<file path="src/rtl/mem_port_arbiter_pkg.sv">
// Shared types for the unified-memory port arbiter: FSM states, owner codes and tie-break helper.
package mem_port_arbiter_pkg;

  typedef enum logic [1:0] {
    ArbIdle  = 2'd0,
    ArbIssue = 2'd1,
    ArbWait  = 2'd2,
    ArbDone  = 2'd3
  } arb_state_e;

  typedef enum logic {
    OwnF = 1'b0,
    OwnD = 1'b1
  } owner_e;

  // On a tie the port that did not own the previous transaction wins.
  function automatic owner_e pick_owner(logic f_req, logic d_req, owner_e last_owner);
    if (f_req && d_req) begin
      return (last_owner == OwnD) ? OwnF : OwnD;
    end
    return f_req ? OwnF : OwnD;
  endfunction

endpackage

</file>
<file path="src/rtl/mem_lat_counter.sv">
// 4-bit down counter timing the fixed memory read latency.
module mem_lat_counter (
  input  logic       clock,
  input  logic       reset,
  input  logic       load,
  input  logic [3:0] load_val,
  input  logic       dec,
  output logic       is_one
);

  logic [3:0] cnt_q;

  always_ff @(posedge clock) begin
    if (reset) begin
      cnt_q <= 4'd0;
    end else if (load) begin
      cnt_q <= load_val;
    end else if (dec && (cnt_q != 4'd0)) begin
      cnt_q <= cnt_q - 4'd1;
    end
  end

  assign is_one = (cnt_q == 4'd1);

endmodule

</file>
<file path="src/rtl/mem_port_arbiter.sv">
// Arbitrates the fetch (F) and load/store (D) ports onto the single-ported unified memory,
// one transaction at a time, with fixed read latency and a one-cycle ack per transaction.
module mem_port_arbiter
  import mem_port_arbiter_pkg::*;
#(
  parameter int unsigned ADDR_W  = 32,
  parameter int unsigned DATA_W  = 64,
  parameter int unsigned MEM_LAT = 2
) (
  input  logic              clock,
  input  logic              reset,
  input  logic              f_req,
  input  logic [ADDR_W-1:0] f_addr,
  output logic              f_ack,
  output logic [DATA_W-1:0] f_rdata,
  input  logic              d_req,
  input  logic              d_we,
  input  logic [ADDR_W-1:0] d_addr,
  input  logic [DATA_W-1:0] d_wdata,
  output logic              d_ack,
  output logic [DATA_W-1:0] d_rdata,
  output logic              busy,
  output logic              mem_en,
  output logic              mem_we,
  output logic [ADDR_W-1:0] mem_addr,
  output logic [DATA_W-1:0] mem_wdata,
  input  logic [DATA_W-1:0] mem_rdata
);

  localparam logic [3:0] LatLoad = 4'(MEM_LAT);

  arb_state_e        state_q, state_d;
  owner_e            owner_q, last_owner_q, grant_owner;
  logic [ADDR_W-1:0] addr_q;
  logic              we_q;
  logic [DATA_W-1:0] wdata_q, f_rdata_q, d_rdata_q;
  logic              grant, cnt_load, cnt_dec, cnt_is_one, rd_capture;

  mem_lat_counter u_lat_counter (
    .clock    (clock),
    .reset    (reset),
    .load     (cnt_load),
    .load_val (LatLoad),
    .dec      (cnt_dec),
    .is_one   (cnt_is_one)
  );

  assign grant_owner = pick_owner(f_req, d_req, last_owner_q);

  always_comb begin
    state_d  = state_q;
    grant    = 1'b0;
    cnt_load = 1'b0;
    cnt_dec  = 1'b0;
    unique case (state_q)
      ArbIdle: begin
        if (f_req || d_req) begin
          grant   = 1'b1;
          state_d = ArbIssue;
        end
      end
      ArbIssue: begin
        cnt_load = 1'b1;
        state_d  = ArbWait;
      end
      ArbWait: begin
        cnt_dec = 1'b1;
        if (cnt_is_one) state_d = ArbDone;
      end
      ArbDone: state_d = ArbIdle;
      default: state_d = ArbIdle;
    endcase
  end

  assign rd_capture = (state_q == ArbWait) && cnt_is_one && !we_q;

  always_ff @(posedge clock) begin
    if (reset) begin
      state_q      <= ArbIdle;
      owner_q      <= OwnF;
      last_owner_q <= OwnD;
      addr_q       <= '0;
      we_q         <= 1'b0;
      wdata_q      <= '0;
      f_rdata_q    <= '0;
      d_rdata_q    <= '0;
    end else begin
      state_q <= state_d;
      if (grant) begin
        owner_q <= grant_owner;
        addr_q  <= (grant_owner == OwnD) ? d_addr : f_addr;
        we_q    <= (grant_owner == OwnD) && d_we;
        // Fetches carry no write data, so keep the last store data on the bus.
        if (grant_owner == OwnD) wdata_q <= d_wdata;
      end
      if (rd_capture) begin
        if (owner_q == OwnD) d_rdata_q <= mem_rdata;
        else                 f_rdata_q <= mem_rdata;
      end
      if (state_q == ArbDone) last_owner_q <= owner_q;
    end
  end

  assign busy      = (state_q != ArbIdle);
  assign mem_en    = (state_q == ArbIssue);
  assign mem_we    = mem_en && we_q;
  assign mem_addr  = addr_q;
  assign mem_wdata = wdata_q;
  assign f_ack     = (state_q == ArbDone) && (owner_q == OwnF);
  assign d_ack     = (state_q == ArbDone) && (owner_q == OwnD);
  assign f_rdata   = f_rdata_q;
  assign d_rdata   = d_rdata_q;

endmodule

</file>
<file path="config.mk">
export PLATFORM = sky130hd
export DESIGN_NAME = mem_port_arbiter
export DESIGN_NICKNAME = d
export VERILOG_FILES = /design/src/rtl/mem_port_arbiter_pkg.sv /design/src/rtl/mem_lat_counter.sv /design/src/rtl/mem_port_arbiter.sv
export SDC_FILE = /design/constraint.sdc
export NUM_CORES = 1
export LEC_CHECK = 0
export CAP_MARGIN = 20
export CORE_MARGIN = 5
export CORE_UTILIZATION = 35
export DETAILED_ROUTE_END_ITERATION = 8
export PLACE_DENSITY = 0.71
export SLEW_MARGIN = 10
export SYNTH_ARGS = -nofsm -noshare
export SYNTH_HDL_FRONTEND = slang
export SYNTH_SLANG_ARGS = --single-unit
</file>
<file path="constraint.sdc">
create_clock -name clock -period 3 [get_ports clock]
set_clock_uncertainty 0.2 [all_clocks]
set_input_delay 0.6 -clock clock [delete_from_list [all_inputs] [get_ports clock]]
set_output_delay 0.6 -clock clock [all_outputs]
set_load 0.005 [all_outputs]
</file>
Word level (Yosys, flattened, before mapping):

Index checks and enable logic that the tools add are counted.

* add/sub/neg operators: 1
* equal/unequal tests: 6
* muxes and demuxes: 15
* bitwise logic cells: 1
* reductions and logical operators: 19

Operator list (number)
* $mux W32: 1
* $mux W1: 9
* $logic_and A1 B1 Y1: 8
* $mux W2: 4
* $pmux W2 S4: 1
* $reduce_and A2 Y1: 4
* $eq A2 B2 Y1 const B: 2
* $eq A4 B1 Y1 const B: 1
* $ne A2 B2 Y1 const B: 2
* $reduce_bool A2 Y1: 2
* $reduce_bool A4 Y1: 1
* $sub A4 B1 Y4 const B: 1
* $eq A2 B1 Y1 const B: 1
* $logic_not A2 Y1: 1
* $reduce_or A2 Y1: 1
* $logic_not A1 Y1: 1
* $logic_or A1 B1 Y1: 1
* $not A1 Y1: 1

* flip-flop bits (word level): 233
* input port bits: 197
* output and inout bits: 229

Logic depth before layout (Yosys ltp):

Gate-level depths: netlist of the first run.

* depth in word-level cells: 5
* gate-level depth with buffers: 7
* depth with buffers taken out: 5

Modules after synthesis:

From an unflattened synthesis of the first run, not the netlist that was laid out.

* cell total of the unflattened synthesis: 1105
* area, all modules: 9110.0 µm²

By module, submodules not included
* mem_port_arbiter: instances 1, cells an instance 1072, area an instance 8823.5 µm²
* mem_lat_counter: instances 1, cells an instance 33, area an instance 286.5 µm²

Least setup slack after synthesis of the first run:

No wires, ideal clock.

* path kind: input -> register
* start: input port f_req
* end: register wdata_q[43] (netlist: mem_wdata[43])
* setup time: 70 ps
* data arrival time: 1829 ps
* path slack: 901 ps
* cell stages on the path: 6
* path buffers: 3
* cell sequence: buf_2 and2_1 clkbuf_1 clkbuf_1 or3b_2 a21oi_1

* cells in the longest elaborated chain, start to end: 4
* elaborated cells on any way between the ends: 8
* those cells by class: mux: 5; reduce/logical: 3

RTL lines
* from (decl): line mem_port_arbiter.sv:12 `input logic f_req,`
* $logic_and A1 B1 Y1 or $logic_or A1 B1 Y1 (tied branches): line mem_port_arbiter_pkg.sv:18, mem_port_arbiter.sv:57
* $mux W1 (on tied branches): line mem_port_arbiter_pkg.sv:18, mem_port_arbiter.sv:57
* $mux W1 (on tied branches): line mem_port_arbiter_pkg.sv:21, mem_port_arbiter.sv:55
* $reduce_and A2 Y1 (no line) *
* to (signal assigned): line mem_port_arbiter.sv:94 `if (grant_owner == OwnD) wdata_q <= d_wdata;`
* to (decl): line mem_port_arbiter.sv:36 `logic [DATA_W-1:0] wdata_q, f_rdata_q, d_rdata_q;`

Mark *: on every way between the ends. The rest lies on a longest branch, timed or not.
A chain may end at the register's enable or synchronous reset.

Worst setup path after layout of the first run:

* start: register state_q[1]
* end: output port mem_we

* cells in the longest elaborated chain, start to end: 2

RTL lines
* from (decl): line mem_port_arbiter.sv:32 `arb_state_e state_q, state_d;`
* from (signal assigned): line mem_port_arbiter.sv:79 `state_q <= ArbIdle;`
* from (signal assigned): line mem_port_arbiter.sv:88 `state_q <= state_d;`
* $eq A2 B1 Y1: line mem_port_arbiter.sv:105 `assign mem_en = (state_q == ArbIssue);`
* $logic_and A1 B1 Y1: line mem_port_arbiter.sv:106 `assign mem_we = mem_en && we_q;`
* to (decl): line mem_port_arbiter.sv:24 `output logic mem_we,`

No other way between the ends.

==> flow_summary_export.csv, run 1 <==
group,metric,value,unit
clock_tree,cts_tree,"done",
power_and_ir_drop,power_density,558.6,mW/mm^2
worst_setup_path,reg2reg_setup_slack,590,ps
cells_and_area,area_growth,52.26,%
power_and_ir_drop,vdd_ir_drop_max,0.3266,mV
worst_setup_path,crit_fanout,5,
detailed_routing,vias,8642,
floorplanning,die_h,179.5,um
yosys,synth_top_cell_by_area,"dfxtp_1",
floorplanning,die-width,179.5,um
clock_tree,cts_setup_buffers,0,
floorplanning,io_pins,426,
power_and_ir_drop,switchingPower,0.002281,W
cells_and_area,layout.nets,1607,
worst_setup_path,critPathLaunchType,"flop",
placed_design,port_buffers,425,
worst_setup_path,worstReg2RegEnd,"d_rdata[17]",
floorplanning,die-area,0.03223,mm^2
detailed_routing,routedWlPerCell,16.79,um
clock_tree,clock_latency,520,ps
clock_tree,cts_resized,0,
yosys,ys_ff_latch,233,
timing,rsz0062_at_grt,"false",
yosys,async_reset_ff_share,0,%
global_routing,grt_max_degree,131,
worst_setup_path,cp-end-kind,"output pin",
worst_setup_path,critPathKind,"flop to output pin",
yosys,ys_seq_area_share,46.38,%
worst_setup_path,slowest_stage,"clkdlybuf4s50_1",
yosys,synth.cell_area,0.01006,mm^2
timing,period_minus_slack,2799,ps
yosys,netlist_instances,1028,
power_and_ir_drop,power_frac_clock,34.8,%
cells_and_area,multi_input_area,0.004858,mm^2
cells_and_area,regArea,0.004664,mm^2
clock_tree,cts_sinks,233,
yosys,yosys_warnings,0,
worst_setup_path,cp.arrival,2000,ps
clock_tree,postCtsHoldBufs,0,
power_and_ir_drop,p_seq_share,41.6,%
clock_tree,clkSlewWorstSetupHoldPaths,60,ps
detailed_routing,drc,0,
detailed_routing,drt-total-wl,30.25,mm
yosys,synth_top_area_share,46.38,%
timing,slew_headroom,63.17,%
timing,fin_setup_tns,0,ps
power_and_ir_drop,switching_share,26.67,%
timing,drv_slew,0,
clock_tree,clockBufferDepth,3,
worst_setup_path,rr_worst_depth,6,
global_routing,grt_pass1_vias,8647,
yosys,synth_area_leaders,"dfxtp_1 46%, mux2i_1 13%, nand2b_1 12%",
detailed_routing,viasPerCell,4.796,
global_routing,grt.overflow.total,0,
global_routing,antenna_found_initial,2,
floorplanning,core,0.02855,mm^2
timing,hold_viol_final,0,
floorplanning,num_rows,62,
yosys,synth.most_common_cell,"dfxtp_1",
global_routing,groute.usage.overall,17.61,%
timing,setup_viol,0,
timing,holdWs,267.1,ps
min_path,hold_path_class,"flop to flop",
min_path,hold_path_end,"f_rdata[37]",
power_and_ir_drop,p_int,0.006272,W
yosys,syn-mean-instance-area,9.783,um^2
worst_setup_path,cp.required,2200,ps
timing,finalCritPeriodShare,93.31,%
clock_tree,cts_made_buffers,26,
run_status,status,"completed",
detailed_routing,ant_nets,0,
worst_setup_path,cp_cell_sequence,"inv_1, ha_1, and2_1, clkdlybuf4s50_1",
floorplanning,start_util,35.23,%
placed_design,post-dp-hpwl,21.45,mm
cells_and_area,n_fill_cell,2660,
yosys,synthDistinctLibCells,37,
yosys,synth_flop_cell,"dfxtp_1",
worst_setup_path,slowest_delay,580,ps
yosys,synthTopCellsByCount,"233 x dfxtp_1, 195 x nand2b_1, 130 x mux2i_1",
cells_and_area,fin_util,53.64,%
global_routing,grt_pass1_wl,47.78,mm
worst_setup_path,r2r_start,"u_lat_counter.cnt_q[1]",
min_path,holdCritStartpoint,"f_rdata[37]",
flow_run,maxCapViolCount,0,
detailed_routing,drt_iter0_drc,387,
clock_tree,htree_levels,1,
clock_tree,root_buffer,"clkbuf_16",
timing,timing.fmax,357.2,MHz
detailed_routing,drtPass1Iterations,4,
power_and_ir_drop,p_comb_share,23.6,%
yosys,syn-num-nets,1233,
yosys,synth_edf_count,0,
cells_and_area,drive_gt1_share,8.757,%
power_and_ir_drop,p_leak,5.660,nW
min_path,worstHoldPathCells,2,
worst_setup_path,worst-path-buf-inv,2,
timing,tightest_slew,552.5,ps
power_and_ir_drop,p_total,0.008553,W
placed_design,gp_congestion,0.7931,
worst_setup_path,cp_num_cells,4,
worst_setup_path,crit_family,"buffers and inverters",
## logic make-up after synthesis
kind of cell               Yosys count  share of synthesized area (%)
muxes                              130                          12.94
DFF                                233                          46.38
and+or+nand+nor                    343                          22.48
adders and majority gates            8                         0.9953
buffers and inverters              109                          5.449
xor gates and xnor gates             1                        0.08710
AOI/OAI and AO/OA                  204                          11.67
## worst min-delay path, stage by stage (launching register included)
cell and delay [ps]:
dfxtp_1 310, nand2b_1 60, mux2i_1 50
## stage by stage
step | cell area [um^2] | worst slack (ps) | instances
global placement | 14530 | 510.0 | 1758
detailed placement | 14530 | 422.3 | 1758
finish | 15310 | 200.7 | 1802
CTS | 15310 | 141.0 | 1800
global route | 15310 | 37.88 | 1802
floorplan | 10060 | 900.8 | 1028
## state kept, by name, summed over array words and instances, names as in the netlist
| name | count |
|---|---|
| state_q | 2 |
| mem_addr | 32 |
| mem_wdata | 64 |
| d_rdata | 64 |
| u_lat_counter.cnt_q | 4 |
| f_rdata | 64 |
| last_owner_q | 1 |
| owner_q | 1 |
| we_q | 1 |
## placed cells by master, fill, tap and decap left out, drive strengths merged, types with 2 or more instances in the layout
master         count
buf               19
and2               2
o21ai             96
or3b              66
diode              2
nor2b              2
a211oi             2
nand3b            32
nand2b           195
dfxtp            233
a21oi             65
a311oi            32
clkdlybuf4s50    424
clkbuf            42
ha                 8
mux2i            130
inv               12
nor3               2
nor2              38
## power groups by stage
stage | clock network (W) | registers (W) | logic [W]
after floorplan | 0 | 0.00362 | 0.000911
after global placement | 0 | 0.00361 | 0.00201
after detailed placement | 0 | 0.00362 | 0.00203
after CTS | 0.00308 | 0.00355 | 0.00204
after global routing | 0.00322 | 0.00359 | 0.00222
final | 0.00298 | 0.00355 | 0.00202
## cell type report
type | instances | area share, %
repair buffers | 443 | 29.24
diodes | 2 | 0.03268
inverters | 12 | 0.2941
flip-flops and latches | 233 | 30.46
well taps | 384 | 3.138
clock buffers | 42 | 5.107
multi-input cells | 686 | 31.73
## worst max-delay path by stage
stage | start | to | slack, ps
after global placement | f_req | mem_addr[3] | 510
after detailed placement | f_req | mem_addr[6] | 420
after floorplan | f_req | mem_wdata[43] | 900
final | state_q[1] | mem_we | 200
after global routing | state_q[1] | mem_we | 40
after CTS | state_q[1] | mem_we | 140
## per-layer routing
metal	share of wire (%)	track usage, %	wire length [um]
met4	2.3	4.694	709
met5	0	0	0
met2	48	29.91	14510
met3	7.8	6.083	2367
met1	42	21.37	12660
No activity file was read; power rests on OpenSTA's default activity.
==> run 2, diff against run 1 <==
--- a/config.mk
+++ b/config.mk
@@ -9,7 +9,8 @@
 export CORE_MARGIN = 5
 export CORE_UTILIZATION = 35
 export DETAILED_ROUTE_END_ITERATION = 8
-export PLACE_DENSITY = 0.71
+export DONT_BUFFER_PORTS = 1
+export PLACE_DENSITY = 0.52
 export SLEW_MARGIN = 10
 export SYNTH_ARGS = -nofsm -noshare
 export SYNTH_HDL_FRONTEND = slang
==> flow_summary_export.csv, run 2 (same netlist as run 1, synthesis figures left out) <==
group,metric,value,unit
run_status,status,"completed",
clock_tree,clockBufferDepth,3,
worst_setup_path,rr_worst_depth,6,
detailed_routing,drt_iter0_drc,318,
timing,tightest_slew,676.7,ps
floorplanning,die-area,0.03223,mm^2
timing,drv_slew,0,
min_path,hold_path_class,"input pin to flop",
timing,slew_headroom,54.84,%
worst_setup_path,cp-end-kind,"output pin",
clock_tree,cts_resized,0,
cells_and_area,drive_gt1_share,12.51,%
clock_tree,clkSlewWorstSetupHoldPaths,60,ps
global_routing,grt.overflow.total,0,
floorplanning,start_util,35.23,%
power_and_ir_drop,switchingPower,0.002191,W
timing,timing.fmax,409.3,MHz
timing,fin_setup_tns,0,ps
floorplanning,die_h,179.5,um
worst_setup_path,critPathKind,"flop to output pin",
power_and_ir_drop,p_leak,4.101,nW
global_routing,groute.usage.overall,15.88,%
clock_tree,clock_latency,530,ps
clock_tree,cts_tree,"done",
power_and_ir_drop,vdd_ir_drop_max,0.3752,mV
clock_tree,cts_sinks,233,
worst_setup_path,worstReg2RegEnd,"d_rdata[53]",
placed_design,post-dp-hpwl,18.51,mm
detailed_routing,vias,6996,
placed_design,gp_congestion,0.7743,
placed_design,postPlaceCellArea,0.01017,mm^2
clock_tree,postCtsHoldBufs,2,
timing,hold_viol_final,0,
clock_tree,htree_levels,1,
power_and_ir_drop,p_int,0.005685,W
detailed_routing,drt-total-wl,27.80,mm
detailed_routing,drtPass1Iterations,4,
min_path,holdCritStartpoint,"mem_rdata[9]",
floorplanning,io_pins,426,
flow_run,maxCapViolCount,0,
detailed_routing,viasPerCell,5.081,
detailed_routing,drc,0,
cells_and_area,area_growth,10.02,%
clock_tree,root_buffer,"clkbuf_16",
floorplanning,core,0.02855,mm^2
global_routing,antenna_found_initial,4,
floorplanning,die-width,179.5,um
power_and_ir_drop,power_frac_clock,39.9,%
global_routing,grt_max_degree,200,
cells_and_area,most-common-layout-cells,"233 x dfxtp_1, 195 x nand2b_1, 130 x mux2i_1",
worst_setup_path,cp.arrival,1640,ps
cells_and_area,mostFrequentLayoutCell,"dfxtp_1",
worst_setup_path,critPathLaunchType,"flop",
timing,holdWs,44.30,ps
power_and_ir_drop,p_comb_share,13.6,%
detailed_routing,routedWlPerCell,20.19,um
cells_and_area,final_cell_area,0.01106,mm^2
global_routing,grt_pass1_wl,42.15,mm
placed_design,port_buffers,0,
clock_tree,cts_setup_buffers,0,
worst_setup_path,cp.required,2200,ps
min_path,hold_path_end,"d_rdata[9]",
timing,rsz0062_at_grt,"false",
worst_setup_path,r2r_start,"u_lat_counter.cnt_q[1]",
timing,finalCritPeriodShare,81.45,%
floorplanning,num_rows,62,
timing,setup_viol,0,
detailed_routing,ant_nets,0,
power_and_ir_drop,p_seq_share,46.4,%
power_and_ir_drop,switching_share,27.81,%
worst_setup_path,reg2reg_setup_slack,590,ps
worst_setup_path,cp-startpoint,"state_q[1]",
worst_setup_path,crit_fanout,5,
min_path,worstHoldPathCells,2,
cells_and_area,layout.nets,1176,
timing,period_minus_slack,2443,ps
clock_tree,cts_made_buffers,27,
power_and_ir_drop,power_density,711.8,mW/mm^2
global_routing,grt_pass1_vias,6903,
## run 2: changes by cell type in the layout (fill, tap and decap cells not counted), sizes merged
cell and change:
clkinvlp +1, clkbuf +1, dlygate4sd3 +1, clkdlybuf4s50 -424
buf -9, inv +1, clkinv +4
## run 2: layer usage
metal  track usage [%]  vias to the layer above  part of all wire (%)  wire length (um)
li1                  -                     3442                     -                 -
met1             18.31                     3215                    40             11090
met2             26.69                      296                    47             13090
met3             7.478                       41                    11              3026
met4             4.054                        2                   2.1               587
met5                 0                        -                 0.025                 7
## run 2: area by class of cell
cell class | instances | area [um^2]
Fill cell | 2882 | 17480
Multi-Input combinational cell | 686 | 4858
Clock inverter | 6 | 40.04
Timing Repair Buffer | 11 | 155.1
Tap cell | 384 | 480.5
Inverter | 12 | 45.04
Clock buffer | 43 | 815.8
Antenna cell | 2 | 5.005
Sequential cell | 233 | 4664
## run 2: power groups by stage
stage | Sequential [W] | Clock (W) | Combinational [W]
after detailed placement | 0.00373 | 0 | 0.00106
after CTS | 0.00367 | 0.00326 | 0.00108
after global routing | 0.00370 | 0.00339 | 0.00121
final | 0.00366 | 0.00315 | 0.00107
after global placement | 0.00374 | 0 | 0.00103
after floorplan | 0.00362 | 0 | 0.000911
## run 2: worst max-delay path by stage
stage,endpoint,slack (ps),depth (start not counted)
final,mem_we,560,3
after global routing,mem_we,410,3
after CTS,mem_we,480,3
after detailed placement,d_rdata[46],590,6
after global placement,d_rdata[46],600,6
after floorplan,mem_wdata[43],900,6
## run 2: through the flow
stage | cells | util (%) | power [W] | setup slack (ps)
after floorplan | 1028 | - | 0.004532 | 900.8
after global placement | 1324 | 35.61 | 0.004767 | 602.1
after detailed placement | 1324 | 35.61 | 0.004787 | 589.3
after CTS | 1375 | 38.74 | 0.008015 | 475.3
after global routing | 1375 | 38.74 | 0.008300 | 410.4
final | 1377 | 38.76 | 0.007876 | 556.5
## run 2: critical path, stage by stage, from the launching register on
cell and delay (ps):
dfxtp_1 350, inv_1 120, ha_1 390, and2_1 260
==> run 3, diff against run 2 <==
==> constraint.sdc (replaced) <==
create_clock -name clock -period 2.4 [get_ports clock]
set_clock_uncertainty 0.2 [all_clocks]
set_input_delay 0.48 -clock clock [delete_from_list [all_inputs] [get_ports clock]]
set_output_delay 0.48 -clock clock [all_outputs]
set_load 0.005 [all_outputs]
==> flow_summary_export.csv, run 3 <==
group,metric,value,unit
run_status,status,"stopped before the end",
run_status,lastStage,"clock tree synthesis (4_1_cts)",
run_status,error,"[ERROR RSZ-0060] Max buffer count reached.",
yosys,synthMuxAreaShare,12.94,%
yosys,async_reset_ff_share,0,%
yosys,syn-mean-instance-area,9.783,um^2
floorplanning,die-width,179.5,um
yosys,synth_top_area_share,46.38,%
placed_design,port_buffers,0,
clock_tree,cts_setup_buffers,0,
yosys,ys_ff_latch,233,
yosys,synth_top_cell_by_area,"dfxtp_1",
clock_tree,postCtsHoldBufs,276,
yosys,synthTopCellsByCount,"233 x dfxtp_1, 195 x nand2b_1, 130 x mux2i_1",
clock_tree,root_buffer,"clkbuf_16",
yosys,synthSimpleGateAreaFrac,22.48,%
placed_design,gp_congestion,0.7589,
yosys,synth-compound-area-share,11.67,%
yosys,synth_adder_area_share,0.9953,%
clock_tree,clockBufferDepth,3,
floorplanning,die_h,179.5,um
yosys,synth_area_leaders,"dfxtp_1 46%, mux2i_1 13%, nand2b_1 12%",
yosys,synth_flop_cell,"dfxtp_1",
clock_tree,cts_resized,1,
yosys,synth_top_family_by_area,"simple AND/OR/NAND/NOR gates",
yosys,synth_edf_count,0,
yosys,synth.cell_area,0.01006,mm^2
floorplanning,num_rows,62,
floorplanning,start_util,35.23,%
placed_design,post-dp-hpwl,18.35,mm
yosys,netlist_instances,1028,
clock_tree,htree_levels,1,
floorplanning,io_pins,426,
yosys,synth.most_common_cell,"dfxtp_1",
clock_tree,cts_made_buffers,26,
yosys,ys_seq_area_share,46.38,%
yosys,synth_xor_area_share,0.08709,%
yosys,syn-num-nets,1233,
yosys,yosys_warnings,0,
clock_tree,cts_sinks,233,
yosys,synthDistinctLibCells,37,
run 3: cell counts after synthesis:
No cell type changed its count.
run 3: cell families after synthesis:
kind of cell,after synthesis
AND/OR/NAND/NOR,343
flip-flops,233
AO/OA/AOI/OAI,204
multiplexers,130
buffers and inverters,109
adder cells (fa/ha/maj),8
XOR/XNOR,1
run 3: stage by stage:
step / util, % / area [um^2] / cells / hold WS (ps) / setup WS, ps
detailed placement: 35.77 / 10210 / 1325 / 284.2 / 243.4
global placement: 35.77 / 10210 / 1325 / 279.4 / 273.0
floorplan: - / 10060 / 1028 / 251.0 / 381.6
==> run 4, diff against run 3 <==
--- a/config.mk
+++ b/config.mk
@@ -7,10 +7,10 @@
 export LEC_CHECK = 0
 export CAP_MARGIN = 20
 export CORE_MARGIN = 5
-export CORE_UTILIZATION = 35
+export CORE_UTILIZATION = 20
 export DETAILED_ROUTE_END_ITERATION = 8
 export DONT_BUFFER_PORTS = 1
-export PLACE_DENSITY = 0.52
+export PLACE_DENSITY_LB_ADDON = 0.15
 export SLEW_MARGIN = 10
 export SYNTH_ARGS = -nofsm -noshare
 export SYNTH_HDL_FRONTEND = slang
==> flow_summary_export.csv, run 4 (same netlist as run 1, synthesis figures left out) <==
group,metric,value,unit
run_status,status,"completed",
global_routing,grt_pass1_wl,50.63,mm
clock_tree,cts_setup_buffers,0,
timing,hold_viol_final,0,
floorplanning,num_rows,82,
detailed_routing,wl_met2,16.56,mm
detailed_routing,routed.top_layer,"met5",
cells_and_area,instances_no_fill,1980,
timing,slew_headroom,62.58,%
global_routing,grt.overflow.total,0,
detailed_routing,drtPass1Iterations,4,
timing,period_minus_slack,2281,ps
worst_setup_path,slowest_delay,580,ps
detailed_routing,routedWlPerCell,17.69,um
worst_setup_path,critPathLaunchType,"flop",
clock_tree,clockBufferDepth,3,
floorplanning,die-width,234.2,um
floorplanning,die-area,0.05487,mm^2
detailed_routing,wl_met1,14.09,mm
floorplanning,core,0.04997,mm^2
global_routing,groute.usage.overall,11.52,%
worst_setup_path,cp.arrival,2590,ps
detailed_routing,ant_nets,0,
floorplanning,die_h,234.2,um
cells_and_area,drive_gt1_share,10.48,%
floorplanning,start_util,20.13,%
timing,fin_setup_tns,0,ps
min_path,hold_path_class,"input pin to flop",
placed_design,gp_congestion,0.6940,
placed_design,port_buffers,0,
clock_tree,cts_sinks,233,
global_routing,antenna_found_initial,1,
timing,setup_viol,0,
placed_design,post-dp-hpwl,21.26,mm
worst_setup_path,slowest_stage,"dlygate4sd3_1",
detailed_routing,drc,0,
placed_design,placed_cells,1623,
floorplanning,io_pins,426,
timing,tightest_slew,561.3,ps
clock_tree,clock_latency,560,ps
detailed_routing,wl_met3,3.694,mm
global_routing,grt_max_degree,173,
timing,holdWs,117.7,ps
cells_and_area,n_fill_cell,5300,
clock_tree,cts_tree,"done",
worst_setup_path,crit_fanout,12,
cells_and_area,layout.nets,1494,
detailed_routing,drt_iter0_drc,296,
worst_setup_path,worst-path-buf-inv,4,
clock_tree,htree_levels,1,
timing,finalCritPeriodShare,95.04,%
power_and_ir_drop,vdd_ir_drop_max,0.4686,mV
cells_and_area,most-common-layout-cells,"304 x dlygate4sd3_1, 233 x dfxtp_1, 195 x nand2b_1",
power_and_ir_drop,p_leak,5.262,nW
worst_setup_path,cp_cell_sequence,"inv_2, ha_4, buf_4, o21a_4, clkbuf_16, nor2_1, a311oi_1, dlygate4sd3_1",
cells_and_area,area_growth,46.60,%
clock_tree,cts_made_buffers,29,
power_and_ir_drop,power_density,747.3,mW/mm^2
detailed_routing,drt-total-wl,35.03,mm
timing,rsz0062_at_grt,"false",
worst_setup_path,cp-end-kind,"flop",
global_routing,grt_pass1_vias,8529,
worst_setup_path,crit_family,"buffers and inverters",
worst_setup_path,cp.required,2710,ps
detailed_routing,viasPerCell,4.264,
detailed_routing,vias,8443,
timing,drv_slew,0,
clock_tree,root_buffer,"clkbuf_16",
flow_run,maxCapViolCount,0,
clock_tree,clkSlewWorstSetupHoldPaths,60,ps
worst_setup_path,critPathKind,"flop to flop",
timing,timing.fmax,438.4,MHz
cells_and_area,mostFrequentLayoutCell,"dlygate4sd3_1",
run 4: path summary, 6_finish.rpt:
check	end	depth (start not counted)	from	slack, ps
setup / recovery	mem_addr[17]	8	state_q[0]	120
hold / removal	d_rdata[37]	2	reset	120
setup reg to reg	mem_addr[17]	8	state_q[0]	120
hold reg to reg	mem_wdata[40]	2	mem_wdata[40]	300
run 4: cell type report:
| class | count | area [um^2] | area share (%) |
|---|---|---|---|
| Antenna cell | 1 | 2.502 | 0.01697 |
| Clock buffer | 43 | 808.3 | 5.482 |
| Clock inverter | 6 | 83.83 | 0.5686 |
| Inverter | 12 | 45.04 | 0.3055 |
| Multi-Input combinational cell | 686 | 4903 | 33.26 |
| Sequential cell | 233 | 4664 | 31.64 |
| Tap cell | 672 | 840.8 | 5.703 |
| Timing Repair Buffer | 327 | 3396 | 23.03 |
run 4: power breakdown:
group	switching, W	internal, W
clock network	0.00172	0.00251
logic	0.00102	0.00119
registers	0.000335	0.00424
total	0.00307	0.00795
run 4: routing by layer:
| metal | up-vias | track usage [%] |
|---|---|---|
| li1 | 4077 | - |
| met1 | 4038 | 13.76 |
| met2 | 281 | 19.44 |
| met3 | 45 | 4.480 |
| met4 | 2 | 2.955 |
| met5 | - | 0 |
run 4: per-stage QoR:
stage / total power, W / cell area (um^2) / util [%] / setup WS [ps]
2_1_floorplan: 0.005665 / 10060 / - / 381.6
3_3_place_gp: 0.006127 / 10680 / 21.37 / 189.2
3_5_place_dp: 0.006132 / 10680 / 21.37 / 103.0
4_1_cts: 0.01109 / 14610 / 29.24 / 18.30
5_1_grt: 0.01167 / 14740 / 29.50 / 15.31
6_report: 0.01102 / 14740 / 29.51 / 119.1
run 4: repair_timing:
item / CTS / global route
gates resized for setup: 0 / 11
hold buffers: 302 / 4
hold endpoints to repair: 232 / 1
setup endpoints to repair: 0 / 46
